File: src/rtl/wash_sequencer.sv
// Washing-machine program sequencer: timed phases, pause/door handling,
// actuator decode and a seconds-remaining countdown.
module wash_sequencer #(
   parameter int TICK    = 100000000,
   parameter int FILL_S  = 3,
   parameter int WASH_S  = 4,
   parameter int RINSE_S = 3,
   parameter int DRAIN_S = 2,
   parameter int SPIN_S  = 4,
   parameter int DONE_S  = 3
) (
   input  logic       clk,
   input  logic       rst,
   input  logic       on,
   input  logic       start,
   input  logic [1:0] mode,
   input  logic       pause_pos,
   input  logic       door_open,
   output logic [2:0] phase,
   output logic       paused,
   output logic       valve_on,
   output logic       motor_on,
   output logic       pump_on,
   output logic       door_lock,
   output logic [7:0] remain,
   output logic       done,
   output logic       buzz_req
);

   localparam int PW = (TICK > 1) ? $clog2(TICK) : 1;

   typedef enum logic [2:0] {
      IDLE  = 3'd0,
      FILL  = 3'd1,
      WASH  = 3'd2,
      RINSE = 3'd3,
      DRAIN = 3'd4,
      SPIN  = 3'd5,
      DONE  = 3'd6
   } state_t;

   state_t        state;
   state_t        nxt_state;
   logic [1:0]    mode_q;
   logic [PW-1:0] presc;
   logic [7:0]    cnt;
   logic [7:0]    left;
   logic          running;
   logic          sec_tick;
   logic          last_sec;

   function automatic logic [7:0] dur(input state_t s, input logic [1:0] m);
      unique case (s)
         FILL:    dur = 8'(FILL_S);
         WASH:    dur = 8'(WASH_S * int'(m));
         RINSE:   dur = 8'(RINSE_S);
         DRAIN:   dur = 8'(DRAIN_S);
         SPIN:    dur = 8'(SPIN_S);
         DONE:    dur = 8'(DONE_S);
         default: dur = 8'd0;
      endcase
   endfunction

   function automatic logic [7:0] total(input logic [1:0] m);
      if (m == 2'b00)
         total = 8'(DRAIN_S + SPIN_S);
      else
         total = 8'(FILL_S + WASH_S * int'(m) + RINSE_S + DRAIN_S + SPIN_S);
   endfunction

   always_comb begin
      nxt_state = IDLE;
      unique case (state)
         FILL:    nxt_state = WASH;
         WASH:    nxt_state = RINSE;
         RINSE:   nxt_state = DRAIN;
         DRAIN:   nxt_state = SPIN;
         SPIN:    nxt_state = DONE;
         default: nxt_state = IDLE;
      endcase
   end

   assign running  = (state inside {FILL, WASH, RINSE, DRAIN, SPIN});
   assign sec_tick = (state != IDLE) && !paused && (presc == PW'(TICK - 1));
   assign last_sec = sec_tick && (cnt == 8'd1);

   always_ff @(posedge clk or posedge rst) begin
      if (rst) begin
         state  <= IDLE;
         mode_q <= 2'b00;
         presc  <= '0;
         cnt    <= 8'd0;
         left   <= 8'd0;
         paused <= 1'b0;
         done   <= 1'b0;
      end else if (!on) begin
         state  <= IDLE;
         presc  <= '0;
         cnt    <= 8'd0;
         left   <= 8'd0;
         paused <= 1'b0;
         done   <= 1'b0;
      end else if (state == IDLE) begin
         presc  <= '0;
         paused <= 1'b0;
         done   <= 1'b0;
         if (start && !door_open) begin
            mode_q <= mode;
            state  <= (mode == 2'b00) ? DRAIN : FILL;
            cnt    <= dur((mode == 2'b00) ? DRAIN : FILL, mode);
            left   <= total(mode);
         end
      end else begin
         done <= 1'b0;
         if (!paused)
            presc <= sec_tick ? '0 : presc + 1'b1;
         if (sec_tick && running)
            left <= left - 8'd1;
         if (last_sec) begin
            state <= nxt_state;
            cnt   <= dur(nxt_state, mode_q);
            if (nxt_state == DONE) begin
               done <= 1'b1;
               left <= 8'd0;
            end
         end else if (sec_tick) begin
            cnt <= cnt - 8'd1;
         end
         // Pause applies after any phase advance on the same edge
         if (paused) begin
            if (pause_pos && !door_open)
               paused <= 1'b0;
         end else if (pause_pos || (door_open && running)) begin
            paused <= 1'b1;
         end
         if (last_sec && state == DONE)
            paused <= 1'b0;
      end
   end

   assign phase     = state;
   assign remain    = left;
   assign door_lock = running;
   assign buzz_req  = (state == DONE);
   assign valve_on  = !paused && (state == FILL || state == RINSE);
   assign motor_on  = !paused && (state inside {WASH, RINSE, SPIN});
   assign pump_on   = !paused && (state == DRAIN || state == SPIN);

endmodule

File: config.mk
export PLATFORM = sky130hd
export DESIGN_NAME = wash_sequencer
export DESIGN_NICKNAME = d
export VERILOG_FILES = /design/src/rtl/wash_sequencer.sv
export SDC_FILE = /design/constraint.sdc
export NUM_CORES = 1
export LEC_CHECK = 0
export ABC_AREA = 1
export BUFFER_PORTS_ARGS = -buffer_cell sky130_fd_sc_hd__buf_2
export CAP_MARGIN = 25
export CORE_MARGIN = 10
export CORE_UTILIZATION = 60
export CTS_BUF_LIST = sky130_fd_sc_hd__clkbuf_16
export CTS_CLUSTER_DIAMETER = 30
export DETAILED_ROUTE_END_ITERATION = 10
export PLACE_DENSITY = 0.77
export SETUP_SLACK_MARGIN = 0.02
export SYNTH_ARGS = -nofsm -noshare
export SYNTH_HDL_FRONTEND = slang
export SYNTH_SLANG_ARGS = --single-unit
File: constraint.sdc
create_clock -name clk -period 4 [get_ports clk]
set_input_delay 0.2 -clock clk [delete_from_list [all_inputs] [get_ports clk]]
set_output_delay 0.2 -clock clk [all_outputs]
set_load 0.03 [all_outputs]
==> metrics.md <==
| Metric | Value |
|---|---|
| Pleak | approximately 1.8 nW |
| Port bufs | 25 |
| Via count | about 3100 |
| Power Density | about 520 nW/µm² |
| Worst hold margin | 200 ps |
| Post-synth EDFFs | 0 |
| I/O Pins | 26 |
| Mux cell area share after synthesis | 0% |
| PostCTS Resize Cnt | 0 |
| Site Rows | 27 |
| Synth Register Bits | 50 |
| Primary FF master, synth | dfrtp_1 |
| Hold Crit Class | in -> reg |
| Fin nets | 501 |
| Slew HR | 63.5% |
| RD Place Congestion | between 0.9 and 1 |
| Fin crit share | about half |
| Initial DRC Count | 287 |
| Total chip power | 0.00196 W |
| First-pass GRT wire length | 13900 µm |
| Drt via density | 5.52 |
| Unrepaired setup endpoints after global routing | false |
| Crit path required time | 4180 ps |
| Crit path max fanout | 18 |
| CP max stage delay | 430 ps |
| Synth top cells by count | 102 x nand2_1, 61 x nor2_1, 55 x inv_1 |
| Synth warnings | 0 |
| DRC errors left | 0 |
| Max VDD drop | 0.000352 V |
| Setup TNS | 0 ps |
| Mapped Cells | 460 |
| Final Hold Viols | 0 |
| Antenna violations before repair | 0 |
| CTS Sinks | 50 |
| Synth Area in Compound Gates | about 9% |
| Area contributors post-synth | dfrtp_1 37%, nand2_1 11%, nor2_1 6.8% |
| CTS Root Cell | clkbuf_16 |
| CP Launch Type | register |
| Distinct cells, synth | 40 |
| Final Slew Violations | 0 |
| WL/cell | approximately 14 µm |
| TritonCTS Buffers | 5 |
| Placeable Area | around 5500 µm² |
| Post-DRT Antenna Nets | 0 |
| CP Cell Sequence | inv_2, nand3_2, nand2_2, nor2_4, inv_2, nand2_1, nor3_1, nand3_1, nand2_1, nor2_1 |
| MaxCap Viol Count | 0 |
| Most frequent cell after synthesis | nand2_1 |
| Die ar. | 9010 µm² |
| Tmin final | 2080 ps |
| Placed wire-length estimate | 6000 µm |
| CP delay by family, top | simple AND/OR/NAND/NOR gates |
| Worst EP arrival | 2250 ps |
| Adder-cell area share of the yosys netlist | 1.49% |
| Die width | 94.9 µm |
| Simple-Gate Fraction of Synth Area | between 40% and 50% |
| Initial Util | between 60% and 70% |
| Post-synth top area cell | dfrtp_1 |
| Post-CTS Hold Fix Bufs | 0 |
| H-tree depth | 2 |
| Hold path cells | 3 |
| Endpoint type of the worst setup path | register |
| Setup Skew | 4.96 ps |
| Syn_nets | 472 |
| Clk_lat worst skew | 290 ps |
| Clock slew at reported path FFs | 70 ps |
| Largest family of logic cells by synthesized area | simple AND/OR/NAND/NOR gates |
| Stages on worst setup path | 10 |
| Gr ovfl total | 0 |
| Clock buffer depth | 2 |
| Syn_area_per_cell | 7.32 µm² |
| Layout cells sized above 1 | 16.1% |
| Number of global-route vias before repair | 2957 |
| DRT Wirelength | 8010 µm |
| Largest net degree at the start of global routing | 51 |
| Worst-margin pin slew | 547 ps |
| Final Non-Filler Cells | 562 |
| Final setup viols | 0 |
| Cell Area, Synth | 3370 µm² |
| Synth top area share | a little under two fifths |
| Total GRT Usage | between 10% and 20% |
| Class of the most critical setup path | reg -> reg |
| Die Ht | 94.9 µm |
| FF-to-FF path depth | 10 |
| Status | complete, no violations |
| Buf+Inv Stages, Crit Path | 2 |
| TritonRoute pass-1 iters | 5 |
| Seq/Total Area, Yosys | 37.1% |
| Setup Fix Bufs, Post-CTS | 0 |
| Cells after DPL | 552 |
| Antenna Diode Count | 0 |
| Max frequency | 481 MHz |
| Slowest-stage cell, CP | dfrtp_1 |
| Xor/xnor share of the synthesized area | 3.38% |
| FF-to-FF setup slack | between 1500 and 2000 ps |
| CTS tree | done |
| Area Growth Syn to Fin | 11.0% |
| Ys async rst share | 100% |
## per-layer routing
metal | routed length (µm) | vias to the layer above | global-route usage (%)
met5 | 0 | - | 0
li1 | - | 1554 | -
met4 | 80 | 0 | 4.11
met2 | 3780 | 102 | 30.0
met3 | 491 | 11 | 3.81
met1 | 3660 | 1434 | 25.6
## placed cells by master (no fill, tap or decap), types with 2 or more instances in the layout
cell type,instances
nor3_1,13
nand4_1,15
ha_1,4
nand3_2,5
a211oi_1,3
dfrtp_1,50
nor3b_1,2
o21ai_1,5
o22ai_1,2
nor2_1,61
nand2_1,102
xor2_1,10
nand3_1,39
nor2_4,10
nand2_8,2
xnor2_1,3
a31oi_1,2
nand2_4,3
o21ai_0,21
o21a_1,2
buf_2,25
nand2_2,3
nor2_2,4
o211ai_1,2
inv_1,54
clkbuf_16,5
inv_2,11
a21oi_1,14
nor3_2,2
## worst min-delay path, delay by kind of cell
family,cells,cell delay (ps)
AND/OR/NAND/NOR,1,80
AO/OA/AOI/OAI,1,90
buffers and inverters,1,80
## registers in the layout (all words and copies together), names as in the netlist
| signal | cells |
|---|---|
| presc | 27 |
| remain | 8 |
| mode_q | 2 |
| cnt | 8 |
| paused | 1 |
| phase | 3 |
| done | 1 |
## path summary, 6_finish.rpt
path	from	endpoint
setup / recovery	phase[2]	presc[24]
hold / removal	mode[1]	mode_q[1]
setup reg to reg	phase[2]	presc[24]
hold reg to reg	presc[14]	presc[14]
max in group asynchronous	rst	remain[6]
min in group asynchronous	rst	presc[0]
## through the flow
step | utilization [%] | worst slack, ps | instance area (µm²)
6_report | 68.3 | 1920 | 3740
5_1_grt | 68.3 | 1770 | 3740
4_1_cts | 67.8 | 1980 | 3710
3_5_place_dp | 64.7 | 2000 | 3540
3_3_place_gp | 64.7 | 2050 | 3540
2_1_floorplan | - | 2250 | 3370
## cells by family after synthesis
logic type	after synthesis
buffers and inverters	71
xor gates and xnor gates	13
adders and majority gates	4
DFF	50
and+or+nand+nor	268
AOI/OAI and AO/OA	54
## power by group
| group | switching (W) | internal, W | leakage, nW |
|---|---|---|---|
| sequential | 0.0000732 | 0.000575 | 0.682 |
| clock | 0.000193 | 0.000296 | 0.0842 |
| combinational | 0.000575 | 0.000249 | 1.02 |
## cell type report
cell class	instances	area (µm²)
Multi-Input combinational cell	339	1820
Fill cell	487	1730
Sequential cell	50	1250
Inverter	66	250
Timing Repair Buffer	27	155
Clock buffer	5	125
Tap cell	72	90.1
Clock inverter	3	43.8
(Power assumes the default switching activity.)
